--- src/rtl/rotate_fb_sched_if.sv ---
// Frame-event and bank-status bundle between the frame writer/reader and the
// triple-buffer scheduler. The master side raises the pulses, the slave
// side reports bank ownership and counters.
interface rotate_fb_sched_if #(
    parameter int AW = 18
);
    logic          wr_frame_start;
    logic          wr_frame_done;
    logic          rd_frame_start;
    logic [1:0]    wr_bank;
    logic [1:0]    rd_bank;
    logic [AW-1:0] wr_base;
    logic [AW-1:0] rd_base;
    logic          wr_active;
    logic          rd_valid;
    logic [7:0]    drop_cnt;
    logic [7:0]    repeat_cnt;

    modport master (
        output wr_frame_start, wr_frame_done, rd_frame_start,
        input  wr_bank, rd_bank, wr_base, rd_base, wr_active, rd_valid,
               drop_cnt, repeat_cnt
    );

    modport slave (
        input  wr_frame_start, wr_frame_done, rd_frame_start,
        output wr_bank, rd_bank, wr_base, rd_base, wr_active, rd_valid,
               drop_cnt, repeat_cnt
    );
endinterface

--- src/rtl/rotate_fb_sched.sv ---
// Triple-buffer bank scheduler for a rotated frame buffer. The writer always
// fills a bank that the reader is not scanning and that does not hold the
// pending ready frame; late frames are dropped, starved reads repeat.
module rotate_fb_sched #(
    parameter int BUFSIZE = 76800,
    parameter int AW      = 18
) (
    input  logic               clk,
    input  logic               reset,
    rotate_fb_sched_if.slave   bus
);
    localparam logic [0:0] W_IDLE   = 1'b0;
    localparam logic [0:0] W_ACTIVE = 1'b1;

    logic [1:0] wr_bank, rd_bank, ready_bank;
    logic       ready_valid, rd_valid;
    logic [0:0] wr_state;
    logic [7:0] drop_cnt, repeat_cnt;
    logic [AW-1:0] wr_base, rd_base;

    logic [1:0] wr_bank_n, rd_bank_n, ready_bank_n;
    logic       ready_valid_n, rd_valid_n;
    logic [0:0] wr_state_n;
    logic       drop_inc, repeat_inc;

    function automatic logic [AW-1:0] bank_base(input logic [1:0] b);
        case (b)
            2'd1:    bank_base = AW'(BUFSIZE);
            2'd2:    bank_base = AW'(2 * BUFSIZE);
            default: bank_base = '0;
        endcase
    endfunction

    // Events resolved in order done -> read start -> write start, each stage
    // seeing the previous stage's result, so same-cycle combinations hand the
    // just-completed frame straight to the reader and pick a fresh bank after.
    always_comb begin
        wr_bank_n     = wr_bank;
        rd_bank_n     = rd_bank;
        ready_bank_n  = ready_bank;
        ready_valid_n = ready_valid;
        wr_state_n    = wr_state;
        rd_valid_n    = rd_valid;
        drop_inc      = 1'b0;
        repeat_inc    = 1'b0;

        if (bus.wr_frame_done && wr_state_n == W_ACTIVE) begin
            // a still-pending ready frame is overwritten by the newer one
            if (ready_valid_n) drop_inc = 1'b1;
            ready_bank_n  = wr_bank_n;
            ready_valid_n = 1'b1;
            wr_state_n    = W_IDLE;
        end

        if (bus.rd_frame_start) begin
            if (ready_valid_n) begin
                rd_bank_n     = ready_bank_n;
                ready_valid_n = 1'b0;
                rd_valid_n    = 1'b1;
            end else if (rd_valid_n) begin
                repeat_inc = 1'b1;
            end
        end

        if (bus.wr_frame_start) begin
            if (wr_state_n == W_IDLE) begin
                // banks sum to 3, so the one owned by neither reader nor
                // ready slot is 3 - rd - ready
                if (ready_valid_n)
                    wr_bank_n = 2'd3 - rd_bank_n - ready_bank_n;
                else
                    wr_bank_n = (rd_bank_n == 2'd2) ? 2'd0 : rd_bank_n + 2'd1;
                wr_state_n = W_ACTIVE;
            end else begin
                // writer restarted without finishing: partial frame lost
                drop_inc = 1'b1;
            end
        end
    end

    // State, counters and bank bases all update together on the clock edge.
    always_ff @(posedge clk or posedge reset) begin
        if (reset) begin
            wr_bank     <= 2'd1;
            rd_bank     <= 2'd0;
            ready_bank  <= 2'd2;
            ready_valid <= 1'b0;
            rd_valid    <= 1'b0;
            wr_state    <= W_IDLE;
            drop_cnt    <= 8'd0;
            repeat_cnt  <= 8'd0;
            wr_base     <= AW'(BUFSIZE);
            rd_base     <= '0;
        end else begin
            wr_bank     <= wr_bank_n;
            rd_bank     <= rd_bank_n;
            ready_bank  <= ready_bank_n;
            ready_valid <= ready_valid_n;
            rd_valid    <= rd_valid_n;
            wr_state    <= wr_state_n;
            wr_base     <= bank_base(wr_bank_n);
            rd_base     <= bank_base(rd_bank_n);
            if (drop_inc && drop_cnt != 8'hFF)
                drop_cnt <= drop_cnt + 8'd1;
            if (repeat_inc && repeat_cnt != 8'hFF)
                repeat_cnt <= repeat_cnt + 8'd1;
        end
    end

    // Outputs come straight from registers.
    always_comb begin
        bus.wr_bank    = wr_bank;
        bus.rd_bank    = rd_bank;
        bus.wr_base    = wr_base;
        bus.rd_base    = rd_base;
        bus.wr_active  = (wr_state == W_ACTIVE);
        bus.rd_valid   = rd_valid;
        bus.drop_cnt   = drop_cnt;
        bus.repeat_cnt = repeat_cnt;
    end
endmodule

--- src/flat_wrapper.sv ---
// flat-port wrapper written by rule: the top's interface ports become plain ports
module rotate_fb_sched_flat 
#(
    parameter int BUFSIZE = 76800,
    parameter int AW      = 18
)
  (clk, reset, bus_wr_frame_start, bus_wr_frame_done, bus_rd_frame_start, bus_wr_bank, bus_rd_bank, bus_wr_base, bus_rd_base, bus_wr_active, bus_rd_valid, bus_drop_cnt, bus_repeat_cnt);
  rotate_fb_sched_if #(.AW(AW)) bus_i ();
  input  logic clk;
  input  logic reset;
  input wire logic [$bits(bus_i.wr_frame_start)-1:0] bus_wr_frame_start;
  input wire logic [$bits(bus_i.wr_frame_done)-1:0] bus_wr_frame_done;
  input wire logic [$bits(bus_i.rd_frame_start)-1:0] bus_rd_frame_start;
  output wire logic [$bits(bus_i.wr_bank)-1:0] bus_wr_bank;
  output wire logic [$bits(bus_i.rd_bank)-1:0] bus_rd_bank;
  output wire logic [$bits(bus_i.wr_base)-1:0] bus_wr_base;
  output wire logic [$bits(bus_i.rd_base)-1:0] bus_rd_base;
  output wire logic [$bits(bus_i.wr_active)-1:0] bus_wr_active;
  output wire logic [$bits(bus_i.rd_valid)-1:0] bus_rd_valid;
  output wire logic [$bits(bus_i.drop_cnt)-1:0] bus_drop_cnt;
  output wire logic [$bits(bus_i.repeat_cnt)-1:0] bus_repeat_cnt;
  assign bus_i.wr_frame_start = bus_wr_frame_start;
  assign bus_i.wr_frame_done = bus_wr_frame_done;
  assign bus_i.rd_frame_start = bus_rd_frame_start;
  assign bus_wr_bank = bus_i.wr_bank;
  assign bus_rd_bank = bus_i.rd_bank;
  assign bus_wr_base = bus_i.wr_base;
  assign bus_rd_base = bus_i.rd_base;
  assign bus_wr_active = bus_i.wr_active;
  assign bus_rd_valid = bus_i.rd_valid;
  assign bus_drop_cnt = bus_i.drop_cnt;
  assign bus_repeat_cnt = bus_i.repeat_cnt;
  rotate_fb_sched #(.BUFSIZE(BUFSIZE), .AW(AW)) u_core (.clk(clk), .reset(reset), .bus(bus_i));
endmodule
--- config.mk ---
export PLATFORM = sky130hd
export DESIGN_NAME = rotate_fb_sched_flat
export DESIGN_NICKNAME = d
export VERILOG_FILES = /design/src/rtl/rotate_fb_sched_if.sv /design/src/rtl/rotate_fb_sched.sv /design/src/flat_wrapper.sv
export SDC_FILE = /design/constraint.sdc
export NUM_CORES = 1
export LEC_CHECK = 0
export BUFFER_PORTS_ARGS = -buffer_cell sky130_fd_sc_hd__buf_2
export CAP_MARGIN = 20
export CORE_AREA = 2 2 85 87
export CTS_CLUSTER_SIZE = 24
export DETAILED_ROUTE_END_ITERATION = 16
export DIE_AREA = 0 0 87 89
export PLACE_DENSITY = 0.51
export SYNTH_ARGS = -nofsm -noshare
export SYNTH_HDL_FRONTEND = slang
export SYNTH_SLANG_ARGS = --single-unit
export TNS_END_PERCENT = 30
--- constraint.sdc ---
create_clock -name clk -period 3.4 [get_ports clk]
set_clock_uncertainty 0.05 [all_clocks]
set_input_delay 0.68 -clock clk [delete_from_list [all_inputs] [get_ports clk]]
set_output_delay 0.68 -clock clk [all_outputs]
set_load 0.05 [all_outputs]
==> results of run 1 <==
worst register-to-register path: stages, from the launching register on:
cell and delay [ns]:
dfrtp_1 0.48, a21o_1 0.23, nand2_1 0.15, mux2_2 0.41, ha_1 0.21, xnor2_1 0.13, or3_1 0.34, a31oi_1 0.18
a21oi_1 0.09, ha_1 0.27, inv_1 0.06
final cells by class:
class                   count  share of cell area, %
clock buffers               7                  3.982
clock inverters             1                 0.2611
inverters                   9                  1.762
multi-input cells         108                  37.21
flip-flops and latches     31                  40.73
well taps                  80                  5.222
repair buffers             41                  10.84
how the worst max path moves through the flow:
stage	to	cells past startpoint	slack [ns]	start
floorplan	u_core.bus.wr_base[11]	10	0.65	u_core.bus.wr_active
global placement	u_core.bus.wr_base[11]	11	0.48	bus_wr_frame_done
detailed placement	u_core.bus.wr_base[11]	11	0.41	bus_wr_frame_done
CTS	u_core.bus.wr_base[11]	11	0.71	bus_wr_frame_done
global route	u_core.bus.wr_base[11]	11	0.58	bus_wr_frame_done
finish	u_core.bus.wr_base[11]	11	0.70	bus_wr_frame_done
cell families (layout without fill, tap and decap cells):
family	after synthesis	after routing
adder cells (fa/ha/maj)	8	8
AO/OA/AOI/OAI	15	15
AND/OR/NAND/NOR	42	42
multiplexers	6	6
other	1	22
buffers and inverters	39	58
flip-flops	31	31
XOR/XNOR	15	15
state kept, by name, indices dropped and copies added (netlist names):
| name | count |
|---|---|
| u_core.bus.rd_base | 3 |
| u_core.bus.wr_active | 1 |
| u_core.bus.repeat_cnt | 8 |
| u_core.bus.wr_base | 3 |
| u_core.bus.rd_valid | 1 |
| u_core.ready_valid | 1 |
| u_core.bus.wr_bank | 2 |
| u_core.bus.rd_bank | 2 |
| u_core.ready_bank | 2 |
| u_core.bus.drop_cnt | 8 |
cell usage after synthesis, drive strengths merged (2+ instances only):
master	instances
dfstp	4
xnor2	3
mux2	5
a21boi	3
dfrtp	27
o21ai	2
nand2	8
xor2	12
nand2b	3
nand4	2
a21o	2
nor3	4
ha	8
nor2	8
buf	30
a31oi	2
a21oi	2
inv	9
nand3	10
report_power, final:
group | switching (uW) | internal, uW
combinational | 845 | 249
clock | 131 | 143
sequential | 129 | 511
metal layers:
| layer | global-route usage (%) | up-vias | wire, um |
|---|---|---|---|
| met3 | 2.862 | 7 | 176 |
| met5 | 0 | - | 0 |
| met2 | 13.60 | 38 | 1530 |
| met4 | 3.409 | 0 | 49 |
| li1 | - | 551 | - |
| met1 | 10.65 | 546 | 1446 |
metrics by stage:
stage | worst slack, ns | area [sq um] | power (uW) | utilization [%] | hold WS, ns
after floorplan | 0.6463 | 1753 | 1577 | - | 0.4352
after global placement | 0.4777 | 1836 | 1750 | 27.32 | 0.4287
after detailed placement | 0.4148 | 1836 | 1756 | 27.32 | 0.4315
after CTS | 0.7082 | 1917 | 2038 | 28.53 | 0.4430
after global routing | 0.5807 | 1917 | 2131 | 28.53 | 0.4630
final | 0.6975 | 1917 | 2009 | 28.53 | 0.4193
==> results_dict.tcl, run 1 <==
set metrics [dict create \
    post_cts_resize_count 0 \
    p_leak_uw 0.001010 \
    timing.rr.start "u_core.bus.wr_active" \
    multi_input_area_sq_um 713.2 \
    ys_seq_area_share_pct 46.64 \
    grt_pass1_wl_um 4995 \
    grt_pass1_vias 1044 \
    synthDistinctLibCells 34 \
    clk_pin_slew_ns 0.06 \
    max_stage_delay_ns 0.41 \
    pin_count 63 \
    synthCells 157 \
    synth_edf_count 0 \
    grt_overflow 0 \
    muxShareOfSynthArea_pct 3.961 \
    firstDrtPassIters 4 \
    power.density_nw_per_um2 1048 \
    cts_tree "built" \
    worst_path_most_repeated_cell "ha_1" \
    crit_type "in2reg" \
    wirelength_um 3203 \
    cp_cell_sequence "buf_2, a21o_1, nand2_1, mux2_2, ha_1, xnor2_1, or3_1, a31oi_1, a21oi_1, ha_1, inv_1" \
    hold_buffers 0 \
    synth_compound_area_share_pct 7.399 \
    ys_warn_count 0 \
    crit_required_ns 3.58 \
    peakVddDrop_mv 0.3564 \
    synthSimpleGateAreaFrac_pct 12.48 \
    tns_ns 0 \
    synth_ff_type "dfrtp_1" \
    synth_top_area_share_pct 40.36 \
    post-dp-hpwl_um 2433 \
    fp-row-count 30 \
    fillers 727 \
    crit_family "simple AND/OR/NAND/NOR gates" \
    synth_fa_ha_area_share_pct 5.979 \
    maxCapViolCount 0 \
    cp_max_fo 7 \
    reg2reg_slack_ns 0.74 \
    hold_viol_final 0 \
    synth_top_family_by_area "buffers and inverters" \
    fin_nets 209 \
    synth_seq_cells 31 \
    num_vias 1142 \
    final_cell_mix "buf_2, dfrtp_1, conb_1" \
    hold_path.class "in2async" \
    final.min_clock_period_ns 2.702 \
    finalCritPeriodShare_pct 79.48 \
    place_inst 269 \
    synth_top_cell_by_area "dfrtp_1" \
    syn_area_sq_um 1674 \
    die_area_sq_um 7743 \
    antenna_found_initial 0 \
    clkLatencyLatePin_ns 0.28 \
    die_h_um 89 \
    core_area_sq_um 6719 \
    ff2ff_path_depth 10 \
    slew_viol_final 0 \
    cp-end-kind "flop" \
    stdcell_count 277 \
    drtIter0Drc 20 \
    synth_area_leaders "dfrtp_1, buf_4, dfstp_2" \
    worst-path-buf-inv 2 \
    worst_ep_arrival_time_ns 2.88 \
    clockBufferDepth 2 \
    initial_utilization_pct 24.92 \
    gp_congestion 0.7341 \
    syn_avg_cell_area_sq_um 10.66 \
    port_buffers 40 \
    via_per_inst 4.123 \
    cts_setup_buffers 0 \
    cts_root_buffer "clkbuf_8" \
    rsz0062_at_grt "false" \
    cpMaxStageDelayCell "mux2_2" \
    drive_gt1_share_pct 30.96 \
    finalSetupViolations 0 \
    drc 0 \
    num_antenna_cells 0 \
    die_w_um 87 \
    post_drt_wl_per_cell_um 11.56 \
    final_common_cell "buf_2" \
    ant_nets 0 \
    synth_xor_area_share_pct 7.848 \
    grt_max_degree 32 \
    seq_area_sq_um 780.7 \
    max_freq_mhz 370.0 \
    r2r-end "u_core.bus.wr_base[11]" \
    htreeDepth 2 \
    outcome "finished clean" \
    critPathLaunchType "input port" \
    clkSinkCount 31 \
    cts_buffers 5 \
    track_usage_pct 8.525 \
    area_delta_synth_final_pct 14.50 \
    async_flop_share_pct 100.0 \
]
(Power assumes the default switching activity.)
==> run 2: changes to the inputs <==
- PLACE_DENSITY: 0.51 -> 0.52
- clock period: 3.4 -> 2.2 ns (I/O delays scaled with it)
==> results_dict.tcl, run 2 (synthesized netlist as in run 1, its figures left out) <==
set metrics [dict create \
    final_cell_mix "buf_2, dfrtp_1, conb_1" \
    rsz0062_at_grt "true" \
    top_regs "u_core.bus.drop_cnt (8), u_core.bus.repeat_cnt (8)" \
    peakVddDrop_mv 0.9806 \
    port_buffers 40 \
    cts_root_buffer "clkbuf_8" \
    crit_type "reg2reg" \
    pin_count 63 \
    post_drt_wl_per_cell_um 11.43 \
    r2r-end "u_core.bus.wr_base[16]" \
    ff2ff_path_depth 9 \
    finalSetupViolations 4 \
    die_w_um 87 \
    drc 0 \
    post-place-ws_ns -0.3653 \
    slew_viol_final 0 \
    clockBufferDepth 2 \
    gp_congestion 0.7751 \
    via_per_inst 4.034 \
    final.min_clock_period_ns 2.421 \
    clk_pin_slew_ns 0.07 \
    htreeDepth 2 \
    clkLatencyLatePin_ns 0.29 \
    cts_tree "built" \
    wirelength_um 3361 \
    die_h_um 89 \
    post-dp-hpwl_um 2516 \
    core_area_sq_um 6719 \
    cp-end-kind "flop" \
    firstDrtPassIters 4 \
    fp-row-count 30 \
    outcome "complete, but fails checks" \
    maxCapViolCount 0 \
    grt_overflow 0 \
    final_common_cell "buf_2" \
    die_area_sq_um 7743 \
    worst_path_most_repeated_cell "mux2_4" \
    grt_pass1_vias 1092 \
    cp_max_fo 4 \
    max_freq_mhz 413.1 \
    p_leak_uw 0.001108 \
    fillers 710 \
    violations "negative setup slack" \
    hold_viol_final 0 \
    p_total_uw 3332 \
    worst_ep_arrival_time_ns 2.60 \
    cp_cell_sequence "nand2_2, mux2_4, mux2_4, ha_4, xnor2_1, or3_1, buf_4, a311oi_2, o21a_1" \
    grt_pass1_wl_um 5326 \
    crit_required_ns 2.38 \
    cts_buffers 5 \
    hold_buffers 0 \
    fin_nets 226 \
    hold_slack_ns 0.1744 \
    area_delta_synth_final_pct 24.66 \
    drtIter0Drc 36 \
    num_vias 1186 \
    clkSinkCount 31 \
    num_antenna_cells 0 \
    reg2reg_slack_ns -0.22 \
    ant_nets 0 \
    track_usage_pct 9.133 \
    timing.rr.start "u_core.bus.wr_active" \
    power.density_nw_per_um2 1596 \
    drive_gt1_share_pct 38.32 \
    max_stage_delay_ns 0.44 \
    antenna_found_initial 0 \
    timing.final.ws_setup_ns -0.2206 \
    grt_max_degree 32 \
    critPathLaunchType "flop" \
    cpMaxStageDelayCell "dfrtp_2" \
    fin_util_pct 31.06 \
    hold_path.class "in2async" \
    initial_utilization_pct 24.92 \
    finalCritPeriodShare_pct 110.0 \
]
## run 2: per-stage QoR
step | cells | instance area (sq um) | TNS (ns)
3_3_place_gp | 284 | 1962 | -1.148
3_5_place_dp | 284 | 1962 | -1.258
2_1_floorplan | 178 | 1767 | -1.263
4_1_cts | 294 | 2087 | -0.8640
5_1_grt | 294 | 2087 | -1.139
6_report | 294 | 2087 | -0.7935
## run 2: report_power, final
part / total [uW] / internal (uW) / switching, uW
Combinational: 1840 / 506 / 1340
Clock: 505 / 285 / 219
Sequential: 982 / 790 / 192
## run 2: area by class of cell
class,instances,area (sq um),area share [%]
clock buffers,8,100.1,4.796
inverters,9,33.78,1.619
repair buffers,58,335.3,16.07
flip-flops and latches,31,782.0,37.47
multi-input cells,108,735.7,35.25
well taps,80,100.1,4.796
## run 2: timing repair
item,4_1_cts,5_1_grt
resized for setup,1,0
endpoints found under the hold margin,0,0
setup endpoints to repair,4,4
pin swaps,6,4
setup buffers,2,0
## run 2: worst max-delay path by stage
stage,cells past startpoint,slack [ns],end,start
after global placement,11,-0.34,u_core.bus.wr_base[11],bus_wr_frame_done
after floorplan,10,-0.39,u_core.bus.wr_base[11],u_core.bus.wr_active
final,9,-0.22,u_core.bus.wr_base[16],u_core.bus.wr_active
after global routing,10,-0.31,u_core.bus.wr_base[11],u_core.bus.wr_active
after CTS,10,-0.28,u_core.bus.wr_base[11],u_core.bus.wr_active
after detailed placement,11,-0.37,u_core.bus.wr_base[11],bus_wr_frame_done
## run 2: worst max-delay path: cells and delay by family, from the launching register on
kind	cells	cell delay [ns]
multiplexers	2	0.59
AND/OR/NAND/NOR	2	0.46
flip-flops	1	0.44
AO/OA/AOI/OAI	2	0.40
adder cells (fa/ha/maj)	1	0.16
buffers and inverters	1	0.14
XOR/XNOR	1	0.12
## run 2: metal layers
metal / global-route usage (%) / wire [um] / vias to the layer above
met4: 3.835 / 44 / 0
met5: 0 / 0 / -
li1: - / - / 585
met1: 11.81 / 1487 / 552
met3: 3.047 / 243 / 5
met2: 14.02 / 1586 / 44
==> run 3: changes to the inputs <==
- BUFFER_PORTS_ARGS: -buffer_cell sky130_fd_sc_hd__buf_2 -> unset
- DONT_BUFFER_PORTS: unset -> 1
- PLACE_DENSITY: 0.52 -> 0.44
- SKIP_LAST_GASP: unset -> 1
==> results_dict.tcl, run 3 (synthesized netlist as in run 1, its figures left out) <==
set metrics [dict create \
    p_leak_uw 0.001040 \
    finalCritPeriodShare_pct 108.1 \
    track_usage_pct 9.477 \
    num_vias 1104 \
    gp_congestion 0.7277 \
    fillers 711 \
    tns_ns -0.4826 \
    clkSinkCount 31 \
    finalSetupViolations 4 \
    die_h_um 89 \
    maxCapViolCount 0 \
    post_drt_wl_per_cell_um 12.00 \
    htreeDepth 2 \
    grt_pass1_wl_um 5437 \
    multi_input_area_sq_um 725.7 \
    wirelength_um 3289 \
    cts_buffers 5 \
    drc 0 \
    p_total_uw 3370 \
    post-place-ws_ns -0.2411 \
    core_area_sq_um 6719 \
    final_cell_mix "buf_4, dfrtp_1, conb_1" \
    grt_pass1_vias 1110 \
    outcome "complete, but fails checks" \
    clockBufferDepth 2 \
    drtIter0Drc 31 \
    cts_tree "built" \
    final_common_cell "buf_4" \
    power.density_nw_per_um2 1648 \
    max_freq_mhz 420.5 \
    hold_path.class "in2async" \
    fin_area_sq_um 2044 \
    ant_nets 0 \
    violations "negative setup slack" \
    grt_max_degree 32 \
    crit_type "reg2reg" \
    r2r-end "u_core.bus.wr_base[11]" \
    clkLatencyLatePin_ns 0.29 \
    fp-row-count 30 \
    timing.rr.start "u_core.bus.wr_active" \
    hold_slack_ns 0.07413 \
    cts_root_buffer "clkbuf_8" \
    num_antenna_cells 0 \
    reg2reg_slack_ns -0.18 \
    hold_viol_final 0 \
    fin_nets 206 \
    top_regs "u_core.bus.drop_cnt (8), u_core.bus.repeat_cnt (8)" \
    via_per_inst 4.029 \
    post-dp-hpwl_um 2585 \
    critPathLaunchType "flop" \
    peakVddDrop_mv 0.8579 \
    seq_area_sq_um 782.0 \
    cts_setup_buffers 0 \
    ff2ff_path_depth 10 \
    pin_count 63 \
    die_area_sq_um 7743 \
    placedInstanceArea_sq_um 1927 \
    timing.final.ws_setup_ns -0.1782 \
    rsz0062_at_grt "true" \
    cp_max_fo 4 \
    antenna_found_initial 0 \
    drive_gt1_share_pct 32.47 \
    cp-end-kind "flop" \
    area_delta_synth_final_pct 22.12 \
    crit_required_ns 2.38 \
    initial_utilization_pct 24.92 \
    worst_ep_arrival_time_ns 2.56 \
    port_buffers 0 \
    clk_pin_slew_ns 0.07 \
    grt_overflow 0 \
    die_w_um 87 \
    slew_viol_final 0 \
    firstDrtPassIters 4 \
    final.min_clock_period_ns 2.378 \
]
run 3: what timing repair did:
| action | 4_1_cts | 5_1_grt |
|---|---|---|
| setup endpoints to repair | 4 | 4 |
| hold buffers | 0 | 0 |
| pin swaps | 1 | 0 |
| resized for setup | 0 | 0 |
run 3: critical path, cell delays in order (launching register included):
cell and delay [ns]:
dfrtp_2 0.43, nand2_2 0.08, mux2_4 0.30, mux2_4 0.28, ha_2 0.18, xnor2_1 0.12
or3_1 0.34, a31oi_1 0.15, a21oi_1 0.08, ha_1 0.27, inv_1 0.05
run 3: final cells by class:
cell class | count | share of cell area, %
clock buffer | 6 | 4.039
inverter | 9 | 1.652
tap | 80 | 4.896
clock inverter | 2 | 1.714
multi-input combinational | 108 | 35.50
sequential | 31 | 38.25
timing repair buffer | 38 | 13.95
run 3: worst max-delay path by stage:
stage	cells after the start	end	start	slack, ns
after global routing	10	u_core.bus.wr_base[11]	u_core.bus.wr_active	-0.31
after CTS	10	u_core.bus.wr_base[11]	u_core.bus.wr_active	-0.20
after floorplan	10	u_core.bus.wr_base[11]	u_core.bus.wr_active	-0.39
after global placement	10	u_core.bus.wr_base[11]	bus_wr_frame_done	-0.22
final	10	u_core.bus.wr_base[11]	u_core.bus.wr_active	-0.18
after detailed placement	10	u_core.bus.wr_base[11]	bus_wr_frame_done	-0.24
run 3: metrics by stage:
stage / instances / util [%]
after floorplan: 178 / -
final: 274 / 30.43
after global routing: 274 / 30.43
after global placement: 266 / 28.68
after CTS: 274 / 30.43
after detailed placement: 266 / 28.68
run 3: power breakdown:
part | internal [uW] | switching (uW)
Sequential | 791 | 164
Combinational | 496 | 1340
Clock | 366 | 216
run 3: metal layers:
metal  vias up  routed length (um)  share of wire (%)  GRT usage (%)
met1       509                1471                 45          11.10
met4         0                  53                1.6          4.688
li1        547                   -                  -              -
met2        43                1480                 45          14.43
met5         -                   0                  0              0
met3         5                 284                8.6          4.709
